<file path="src/rtl/booth_sequencer.sv">
// booth_sequencer: radix-2 Booth control and registers for an 8x8 signed multiply using an external 8-bit adder.
module booth_sequencer (
  input  logic        clk,
  input  logic        rst_b,
  input  logic        start,
  input  logic [7:0]  mcand,
  input  logic [7:0]  mplier,
  input  logic [7:0]  sum_in,
  output logic [7:0]  adder_x,
  output logic [7:0]  adder_y,
  output logic        adder_cin,
  output logic [15:0] product,
  output logic        busy,
  output logic        done
);
  typedef enum logic [1:0] {S_IDLE, S_RUN, S_DONE} state_t;
  state_t      r_state, w_next;
  logic [7:0]  r_a, r_q, r_m;
  logic        r_q1;
  logic [2:0]  r_cnt;
  logic [15:0] r_product;
  logic        r_busy, r_done;
  logic        w_run, w_load, w_last, w_add, w_sub, w_op, w_ovf, w_t;
  logic [7:0]  w_s;
  logic [16:0] w_shift;
  assign w_run  = r_state == S_RUN;
  assign w_load = start & ~w_run;
  assign w_last = w_run & (r_cnt == 3'd7);
  assign w_sub  = w_run & r_q[0] & ~r_q1;
  assign w_add  = w_run & ~r_q[0] & r_q1;
  assign w_op   = w_add | w_sub;
  assign adder_x   = r_m ^ {8{w_sub}};
  assign adder_y   = r_a;
  assign adder_cin = w_sub;
  assign w_s   = w_op ? sum_in : r_a;
  // The true sign of A +/- M survives signed overflow (e.g. subtracting -128).
  assign w_ovf = w_op & (adder_y[7] == adder_x[7]) & (sum_in[7] != adder_y[7]);
  assign w_t   = w_s[7] ^ w_ovf;
  assign w_shift = {w_t, w_s, r_q};
  assign product = r_product;
  assign busy    = r_busy;
  assign done    = r_done;
  always_comb begin
    w_next = w_run ? (w_last ? S_DONE : S_RUN) : (start ? S_RUN : S_IDLE);
  end
  always_ff @(posedge clk or negedge rst_b) begin
    if (!rst_b) r_state <= S_IDLE;
    else r_state <= w_next;
  end
  always_ff @(posedge clk or negedge rst_b) begin
    if (!rst_b) begin
      r_a       <= '0;
      r_q       <= '0;
      r_m       <= '0;
      r_q1      <= 1'b0;
      r_cnt     <= '0;
      r_product <= '0;
      r_busy    <= 1'b0;
      r_done    <= 1'b0;
    end else if (w_load) begin
      r_a    <= '0;
      r_q    <= mplier;
      r_m    <= mcand;
      r_q1   <= 1'b0;
      r_cnt  <= '0;
      r_busy <= 1'b1;
      r_done <= 1'b0;
    end else if (w_run) begin
      r_a    <= w_shift[16:9];
      r_q    <= w_shift[8:1];
      r_q1   <= w_shift[0];
      r_cnt  <= r_cnt + 3'd1;
      r_busy <= ~w_last;
      r_done <= w_last;
      if (w_last) r_product <= w_shift[16:1];
    end else begin
      r_done <= 1'b0;
    end
  end
endmodule
</file>
<file path="config.mk">
export PLATFORM = sky130hd
export DESIGN_NAME = booth_sequencer
export DESIGN_NICKNAME = d
export VERILOG_FILES = /design/src/rtl/booth_sequencer.sv
export SDC_FILE = /design/constraint.sdc
export NUM_CORES = 1
export LEC_CHECK = 0
export CAP_MARGIN = 20
export CORE_UTILIZATION = 50
export CTS_CLUSTER_DIAMETER = 50
export DETAILED_ROUTE_END_ITERATION = 10
export HOLD_SLACK_MARGIN = 0.15
export MAX_ROUTING_LAYER = met4
export PLACE_DENSITY = 0.85
export SYNTH_ARGS = -nofsm -noshare
export SYNTH_HDL_FRONTEND = slang
export SYNTH_SLANG_ARGS = --single-unit
</file>
<file path="constraint.sdc">
create_clock -name clk -period 3.8 [get_ports clk]
set_clock_uncertainty 0.05 [all_clocks]
set_input_delay 0.76 -clock clk [delete_from_list [all_inputs] [get_ports clk]]
set_output_delay 0.76 -clock clk [all_outputs]
set_load 0.005 [all_outputs]
</file>
=== Word level (Yosys, flattened, before mapping) ===
Index checks and enable logic that the tools add are counted.

* Eq/ne operators: 4
* Muxes and demuxes: 16
* Reductions and logical operators: 2
* Bitwise operators: 16
* Add/sub/neg operators: 1

{| class="wikitable"
|+ Operator list
! cell !! number
|-
| $mux W8 || 5
|-
| $and A1 B1 Y1 || 8
|-
| $xor A8 B8 Y8 || 1
|-
| $mux W1 || 7
|-
| $mux W3 || 2
|-
| $not A1 Y1 || 5
|-
| $mux W2 || 2
|-
| $add A3 B1 Y3 const B || 1
|-
| $eq A3 B3 Y1 const B || 1
|-
| $reduce_and A3 Y1 || 1
|-
| $eq A2 B1 Y1 const B || 1
|-
| $reduce_bool A2 Y1 || 1
|-
| $eq A1 B1 Y1 || 1
|-
| $ne A1 B1 Y1 || 1
|-
| $or A1 B1 Y1 || 1
|-
| $xor A1 B1 Y1 || 1
|}

* Logic and storage cells: 48
* Output and inout bits: 35
* Bits of input ports: 27
* Bits in registers: 48

=== Longest topological paths before layout ===
Gate-level depths: netlist of run 1.

* Depth after elaboration: 10
* Depth in mapped cells: 6
* Mapped depth without buffers: 6

=== Worst setup path after synthesis of run 1 ===
No wires, ideal clock.

* Path kind: register -> output
* From: register r_state[1]
* To: output adder_x[0]
* Setup slack: 1.787 ns
* Stages on the path, launching flop included: 5
* Path buffers: 1
* Arrival time: 1.203 ns
* Required time: 2.990 ns
* Path through: dfrtp_1 -> nand2b_1 -> buf_2 -> nor2_4 -> xor2_1

* Longest elaborated chain between the ends: 4

{| class="wikitable"
|+ Ends and longest elaborated chain
! element !! line !! source
|-
| from (decl) || 17 || <nowiki>state_t r_state, w_next;</nowiki>
|-
| from (signal assigned) || 48 || <nowiki>else r_state <= w_next;</nowiki>
|-
| $eq A2 B1 Y1 || 26 || <nowiki>assign w_run = r_state == S_RUN;</nowiki>
|-
| $and A1 B1 Y1 (2 in series) || 29 || <nowiki>assign w_sub = w_run & r_q[0] & ~r_q1;</nowiki>
|-
| via adder_cin || 11 || <nowiki>output logic adder_cin,</nowiki>
|-
| $xor A8 B8 Y8 || 32 || <nowiki>assign adder_x = r_m ^ {8{w_sub}};</nowiki>
|-
| to (decl) || 9 || <nowiki>output logic [7:0] adder_x,</nowiki>
|}

The timed path passes the listed nets, and every way through them passes these cells.

=== Worst setup path after layout of run 1 ===
* From: register r_state[1]
* To: output adder_x[0]

* Longest elaborated chain between the ends: 4

{| class="wikitable"
|+ Ends and longest elaborated chain
! element !! line
|-
| $eq A2 B1 Y1 || 26
|-
| $and A1 B1 Y1 (2 in series) || 29
|-
| $xor A8 B8 Y8 || 32
|}

No other way between the ends.

==> results of run 1 <==
## through the flow
stage               setup slack, ns  cells  total power [mW]
floorplan                      1.79    180              1.52
CTS                           0.931    292              2.40
finish                        0.968    293              2.38
detailed placement             1.26    285              2.12
global route                  0.846    293              2.57
global placement               1.33    285              2.07
## registers in the layout, summed over array words and instances (netlist names)
name / count
adder_y: 8
busy: 1
done: 1
product: 16
r_cnt: 3
r_m: 8
r_q: 8
r_q1: 1
r_state: 2
## how the worst max path moves through the flow
stage / slack [ns] / start / to / cells past startpoint
floorplan: 1.79 / r_state[1] / adder_x[0] / 4
global placement: 1.33 / r_state[1] / adder_x[3] / 5
global route: 0.85 / r_state[1] / adder_x[4] / 5
CTS: 0.93 / r_state[1] / adder_x[0] / 5
detailed placement: 1.26 / r_state[1] / adder_x[0] / 5
finish: 0.97 / r_state[1] / adder_x[0] / 5
## kinds of logic after synthesis
logic type / share of synthesized area [%]
AND/OR/NAND/NOR: 12.2
buffers and inverters: 2.36
adder cells (fa/ha/maj): 1.18
XOR/XNOR: 3.31
AO/OA/AOI/OAI: 8.15
multiplexers: 16.1
flip-flops: 56.7
## cell usage in the layout, fill, tap and decap left out, types with 2 or more instances in the layout
master                            count
sky130_fd_sc_hd__o21ai_0              9
sky130_fd_sc_hd__ha_1                 2
sky130_fd_sc_hd__dfrtp_1             48
sky130_fd_sc_hd__mux2i_1             16
sky130_fd_sc_hd__a21oi_1              3
sky130_fd_sc_hd__o21ai_1             15
sky130_fd_sc_hd__nor2b_1              2
sky130_fd_sc_hd__mux2_2              14
sky130_fd_sc_hd__nand2b_4             2
sky130_fd_sc_hd__mux2_1               2
sky130_fd_sc_hd__nor3_1               2
sky130_fd_sc_hd__nand2_1             25
sky130_fd_sc_hd__clkdlybuf4s50_1     60
sky130_fd_sc_hd__nor2_1               3
sky130_fd_sc_hd__inv_1                2
sky130_fd_sc_hd__clkbuf_8             5
sky130_fd_sc_hd__xor2_1               8
sky130_fd_sc_hd__nand3b_1            10
sky130_fd_sc_hd__buf_4                3
## per-layer routing
layer | track usage, % | vias to the layer above | share of wire (%)
met5 | - | - | 0
met2 | 31.9 | 50 | 47
met1 | 25.4 | 755 | 45
met4 | 9.84 | 0 | 2.3
li1 | - | 739 | -
met3 | 6.34 | 9 | 5.5
## final cells by class
cell class	instances	area (um^2)
Clock buffer	6	72.6
Multi-Input combinational cell	120	867
Sequential cell	48	1200
Tap cell	50	62.6
Fill cell	306	1150
Timing Repair Buffer	65	656
Inverter	3	11.3
Clock inverter	1	5.00
## power by group
part	internal, mW	switching, mW	leakage [nW]	total (mW)
Clock	0.125	0.153	0.0410	0.278
Combinational	0.693	0.478	0.658	1.17
Sequential	0.760	0.172	0.582	0.931
## critical path, cell delays in order (launching register included)
cell and delay [ns]:
sky130_fd_sc_hd__dfrtp_1 0.39, sky130_fd_sc_hd__nand2b_1 0.14, sky130_fd_sc_hd__buf_4 0.21, sky130_fd_sc_hd__nor2_4 0.30, sky130_fd_sc_hd__xor2_1 0.18, sky130_fd_sc_hd__clkdlybuf4s50_1 0.51
==> insert_results.sql, run 1 <==
INSERT INTO impl_metrics (metric_group, metric, value, unit) VALUES
('logic_synthesis', 'synth_top_area_share', '56.7', '%'),
('clocking', 'cts_setup_buffers', '0', ''),
('logic_synthesis', 'yosys_most_used_dff', 'sky130_fd_sc_hd__dfrtp_1', ''),
('worst_setup_path', 'worst-endpoint-required', '2.99', 'ns'),
('logic_synthesis', 'ys_ff_latch', '48', ''),
('worst_setup_path', 'flop2flop_setup_slack', '2.12', 'ns'),
('floorplanning', 'design.core.area', '4030', 'um^2'),
('pwr', 'peakVddDrop', '0.000381', 'V'),
('clocking', 'clk_path_buf_depth', '2', ''),
('global_routing', 'grt_max_degree', '49', ''),
('global_routing', 'grt_antenna_before_repair', '0', ''),
('clocking', 'clk_root_buffer_cell', 'sky130_fd_sc_hd__clkbuf_8', ''),
('worst_setup_path', 'reg2reg_depth', '5', ''),
('floorplanning', 'starting_density_of_the_core', '52.6', '%'),
('clocking', 'cts.reportedPaths.clkPinSlew', '0.08', 'ns'),
('clocking', 'clkSinkCount', '48', ''),
('global_routing', 'grt_first_pass_wirelength', '6580', 'um'),
('logic_synthesis', 'synth_edf_count', '0', ''),
('sta', 'slew_headroom', '62.2', '%'),
('clocking', 'clk_latency', '0.29', 'ns'),
('route', 'detail_route.wl_per_cell', '14.2', 'um'),
('logic_synthesis', 'yosysWarnings', '0', ''),
('route', 'ant_nets', '0', ''),
('global_routing', 'track_usage', '21.0', '%'),
('pwr', 'areal_power_density_over_the_cells', '828', 'nW/um^2'),
('clocking', 'cts_hold_buf', '0', ''),
('sta', 'final_layout_worst_hold_slack', '0.403', 'ns'),
('sta', 'grt_setup_unrepaired', 'false', ''),
('run', 'cap_viol_max_count', '0', ''),
('logic_synthesis', 'synth_area', '2120', 'um^2'),
('route', 'drc_markers', '0', ''),
('run_status', 'outcome', 'finished clean', ''),
('worst_setup_path', 'worst_r2r_src', 'r_state[1]', ''),
('floorplanning', 'placementRows', '23', ''),
('worst_setup_path', 'startpoint_type', 'register', ''),
('sta', 'finalHoldViolCount', '0', ''),
('worst_hold_path', 'hold_path_class', 'primary input to async pin', ''),
('route', 'dr.pass1.iters', '4', ''),
('finish', 'fin_util', '71.4', '%'),
('clocking', 'htree_levels', '2', ''),
('logic_synthesis', 'yosysSeqAreaShare', '56.7', '%'),
('logic_synthesis', 'syn-num-nets', '209', ''),
('placed_design', 'gp_congestion', '0.785', ''),
('placed_design', 'detailed_place.area', '2770', 'um^2'),
('clocking', 'cts-resized-gates', '0', ''),
('logic_synthesis', 'synth.avg_cell_area', '11.8', 'um^2'),
('logic_synthesis', 'netlist_cell_types', '27', ''),
('route', 'detail_route.wirelength', '4150', 'um'),
('finish', 'fin_nets', '272', ''),
('placed_design', 'port_buffers', '61', ''),
('sta', 'post-route-min-period', '2.83', 'ns'),
('sta', 'tightest_slew', '0.567', 'ns'),
('route', 'viasPerCell', '5.30', ''),
('pwr', 'total_leakage_power', '1.28', 'nW'),
('global_routing', 'overflow', '0', ''),
('worst_setup_path', 'worstSetupPathType', 'register to primary output', ''),
('sta', 'drv_slew', '0', ''),
('worst_setup_path', 'worstReg2RegEnd', 'product[10]', ''),
('logic_synthesis', 'netlist_top_cells_count', 'sky130_fd_sc_hd__dfrtp_1 (48), sky130_fd_sc_hd__nand2_1 (25), sky130_fd_sc_hd__mux2i_1 (16)', ''),
('sta', 'post-route-period-util', '74.5', '%'),
('placed_design', 'dp_hpwl', '2910', 'um'),
('finish', 'antennaDiodeCount', '0', ''),
('worst_setup_path', 'worst_setup_path_end_kind', 'primary output', ''),
('floorplanning', 'ios', '62', ''),
('sta', 'setup_total_negative_slack', '0', 'ns'),
('logic_synthesis', 'yosys-top-cells-area', 'sky130_fd_sc_hd__dfrtp_1 (57%), sky130_fd_sc_hd__mux2i_1 (7.6%), sky130_fd_sc_hd__mux2_2 (7.4%), sky130_fd_sc_hd__nand2_1 (4.4%), sky130_fd_sc_hd__nand3b_1 (3.5%)', ''),
('worst_setup_path', 'crit_arrival', '2.02', 'ns'),
('global_routing', 'grt_pass1_vias', '1443', ''),
('floorplanning', 'design.die.area', '4500', 'um^2'),
('route', 'detailroute.via_count', '1553', ''),
('logic_synthesis', 'synth.most_common_cell', 'sky130_fd_sc_hd__dfrtp_1', '');
No activity file was read; power rests on OpenSTA's default activity.
==> inputs of run 2 (changes only) <==
--- a/config.mk
+++ b/config.mk
@@ -6,12 +6,12 @@
 export NUM_CORES = 1
 export LEC_CHECK = 0
 export CAP_MARGIN = 20
-export CORE_UTILIZATION = 50
+export CORE_UTILIZATION = 47
 export CTS_CLUSTER_DIAMETER = 50
 export DETAILED_ROUTE_END_ITERATION = 10
 export HOLD_SLACK_MARGIN = 0.15
 export MAX_ROUTING_LAYER = met4
-export PLACE_DENSITY = 0.85
+export PLACE_DENSITY = 0.8
 export SYNTH_ARGS = -nofsm -noshare
 export SYNTH_HDL_FRONTEND = slang
 export SYNTH_SLANG_ARGS = --single-unit
==> constraint.sdc (replaced) <==
create_clock -name clk -period 2.95 [get_ports clk]
set_clock_uncertainty 0.05 [all_clocks]
set_input_delay 0.59 -clock clk [delete_from_list [all_inputs] [get_ports clk]]
set_output_delay 0.59 -clock clk [all_outputs]
set_load 0.005 [all_outputs]
==> run 2 against run 1 <==
  * Non-clock buffer count unchanged
  * Final cell count is 1.0% higher
  * Sequential power up 29%
  * Worst setup slack got worse by 0.55 ns
  * Final area up 1.1%
  * First-iteration DRC count grew to 3.1 times the previous value
  * Die area increased by 6.2%
  * Wire length increased by 4.9%
  * Global-route usage decreased by 0.079 points
  * Utilization decreased by 4.6 points
==> insert_results.sql, run 2 (synthesized netlist as in run 1, its figures left out) <==
INSERT INTO impl_metrics (metric_group, metric, value, unit) VALUES
('clocking', 'clk_path_buf_depth', '2', ''),
('worst_setup_path', 'startpoint_type', 'register', ''),
('pwr', 'netSwitchingFraction', '32.8', '%'),
('worst_setup_path', 'flop2flop_setup_slack', '1.20', 'ns'),
('route', 'ant_nets', '0', ''),
('clocking', 'clkSinkCount', '48', ''),
('route', 'detail_route.wirelength', '4360', 'um'),
('worst_setup_path', 'cpPeakStageDelay', '0.51', 'ns'),
('floorplanning', 'design.die.area', '4780', 'um^2'),
('finish', 'fin_nets', '272', ''),
('route', 'detail_route.iter0.violations', '121', ''),
('sta', 'post-route-period-util', '85.9', '%'),
('clocking', 'clk_latency', '0.30', 'ns'),
('placed_design', 'dp_hpwl', '3030', 'um'),
('global_routing', 'grt_max_degree', '27', ''),
('sta', 'grt_setup_unrepaired', 'false', ''),
('floorplanning', 'starting_density_of_the_core', '48.6', '%'),
('pwr', 'total_leakage_power', '1.30', 'nW'),
('route', 'detail_route.wl_per_cell', '14.7', 'um'),
('clocking', 'clk_root_buffer_cell', 'sky130_fd_sc_hd__clkbuf_8', ''),
('placed_design', 'gp_congestion', '0.758', ''),
('sta', 'setup_total_negative_slack', '0', 'ns'),
('sta', 'finalSetupViolCount', '0', ''),
('clocking', 'tritoncts_clock_tree', 'yes', ''),
('run_status', 'outcome', 'finished clean', ''),
('route', 'dr.pass1.iters', '4', ''),
('clocking', 'htree_levels', '2', ''),
('sta', 'final_layout_worst_hold_slack', '0.200', 'ns'),
('finish', 'antennaDiodeCount', '0', ''),
('global_routing', 'grt_antenna_before_repair', '0', ''),
('global_routing', 'overflow', '0', ''),
('global_routing', 'grt_pass1_vias', '1570', ''),
('pwr', 'areal_power_density_over_the_cells', '1110', 'nW/um^2'),
('pwr', 'peakVddDrop', '0.000454', 'V'),
('pwr', 'total_power', '3.22', 'mW'),
('global_routing', 'track_usage', '20.9', '%'),
('finish', 'mostFrequentLayoutCells', 'sky130_fd_sc_hd__clkdlybuf4s50_1 (60), sky130_fd_sc_hd__dfrtp_1 (48), sky130_fd_sc_hd__nand2_1 (25)', ''),
('pwr', 'sw_pwr', '1.06', 'mW'),
('clocking', 'cts-resized-gates', '0', ''),
('clocking', 'tritoncts.num_buffers', '5', ''),
('worst_hold_path', 'hold_path_class', 'primary input to async pin', ''),
('placed_design', 'port_buffers', '61', ''),
('worst_setup_path', 'critical_path.cell_chain', 'nand2b_4, nor2_4, xor2_1, clkdlybuf4s50_1', ''),
('worst_setup_path', 'cpMaxStageDelayCell', 'sky130_fd_sc_hd__clkdlybuf4s50_1', ''),
('run', 'cap_viol_max_count', '0', ''),
('worst_setup_path', 'worst_setup_path_end_kind', 'primary output', ''),
('route', 'viasPerCell', '5.13', ''),
('floorplanning', 'ios', '62', ''),
('floorplanning', 'fp.dieW', '69.1', 'um'),
('finish', 'fillers', '344', ''),
('sta', 'slew_headroom', '65.7', '%'),
('worst_setup_path', 'worst-endpoint-required', '2.31', 'ns'),
('sta', 'tightest_slew', '0.514', 'ns'),
('finish', 'fin_util', '66.8', '%'),
('pwr', 'clockPowerShare', '15.9', '%'),
('global_routing', 'grt_first_pass_wirelength', '7510', 'um'),
('clocking', 'cts.reportedPaths.clkPinSlew', '0.08', 'ns'),
('floorplanning', 'design.core.area', '4350', 'um^2'),
('placed_design', 'place_worst_setup_slack', '0.717', 'ns'),
('pwr', 'sequentialPowerShare', '37.2', '%'),
('worst_setup_path', 'crit_fanout', '9', ''),
('route', 'drc_markers', '0', ''),
('floorplanning', 'die_y', '69.1', 'um'),
('pwr', 'comb_power_share', '46.9', '%'),
('finish', 'layout-drive-gt1-share', '13.5', '%'),
('floorplanning', 'placementRows', '24', ''),
('route', 'detailroute.via_count', '1518', ''),
('sta', 'post-route-min-period', '2.53', 'ns'),
('finish', 'layout.cells.most_common', 'sky130_fd_sc_hd__clkdlybuf4s50_1', ''),
('sta', 'fmaxAchievable', '0.395', 'GHz'),
('clocking', 'cts_setup_buffers', '0', ''),
('worst_setup_path', 'worstSetupPathType', 'register to primary output', ''),
('finish', 'syn_to_final_growth', '37.2', '%'),
('pwr', 'power.internal', '2.17', 'mW'),
('sta', 'drv_slew', '0', ''),
('finish', 'number_of_flip_flops_in_the_largest_register', '16', ''),
('sta', 'fin_ws', '0.416', 'ns'),
('clocking', 'cts_hold_buf', '0', ''),
('worst_setup_path', 'crit_arrival', '1.89', 'ns'),
('sta', 'finalHoldViolCount', '0', '');
[run 2: final cells by class]
class / count / area (um^2) / area share (%)
Sequential cell: 48 / 1200 / 41.3
Multi-Input combinational cell: 120 / 867 / 29.8
Timing Repair Buffer: 65 / 636 / 21.9
Clock buffer: 7 / 96.3 / 3.31
Tap cell: 52 / 65.1 / 2.24
Clock inverter: 1 / 30.0 / 1.03
Inverter: 3 / 11.3 / 0.387
[run 2: routing by layer]
layer  part of all wire (%)  vias to the layer above  global-route usage [%]  wire [um]
met5                      0                        -                       -          0
met4                    1.8                        0                    9.75         80
met3                    5.2                        8                    5.85        228
met2                     47                       49                    29.9       2030
met1                     46                      720                    27.6       2020
li1                       -                      741                       -          -
[run 2: critical path, delay by kind of cell (launching register included)]
family                    cells  cell delay, ns
DFF                           1            0.43
buffers and inverters         1            0.51
and+or+nand+nor               2            0.46
xor gates and xnor gates      1            0.19
[run 2: power by group through the flow]
stage	Sequential (mW)	Clock [mW]	Combinational, mW
5_1_grt	1.24	0.552	1.66
6_report	1.20	0.514	1.51
3_5_place_dp	1.21	0	1.52
4_1_cts	1.20	0.528	1.53
3_3_place_gp	1.19	0	1.47
2_1_floorplan	1.18	0	0.772
[run 2: metrics by stage]
stage / instances / instance area [um^2]
after floorplan: 180 / 2120
after global placement: 288 / 2780
after detailed placement: 288 / 2780
after CTS: 296 / 2910
after global routing: 296 / 2910
final: 296 / 2910
[run 2: worst paths after layout]
check | depth (start not counted) | endpoint | startpoint
setup / recovery | 4 | adder_x[1] | r_q1
hold / removal | 1 | product[9] | rst_b
setup reg to reg | 5 | product[7] | r_state[1]
hold reg to reg | 2 | product[9] | product[9]
max in group asynchronous | 2 | r_q1 | rst_b
min in group clk | 2 | product[9] | product[9]
==> inputs of run 3 (changes only) <==
--- a/config.mk
+++ b/config.mk
@@ -12,6 +12,7 @@
 export HOLD_SLACK_MARGIN = 0.15
 export MAX_ROUTING_LAYER = met4
 export PLACE_DENSITY = 0.8
+export SLEW_MARGIN = 10
 export SYNTH_ARGS = -nofsm -noshare
 export SYNTH_HDL_FRONTEND = slang
 export SYNTH_SLANG_ARGS = --single-unit
==> results of run 3 <==
No change in the layout: final DEF, timing and power equal those of run 2.
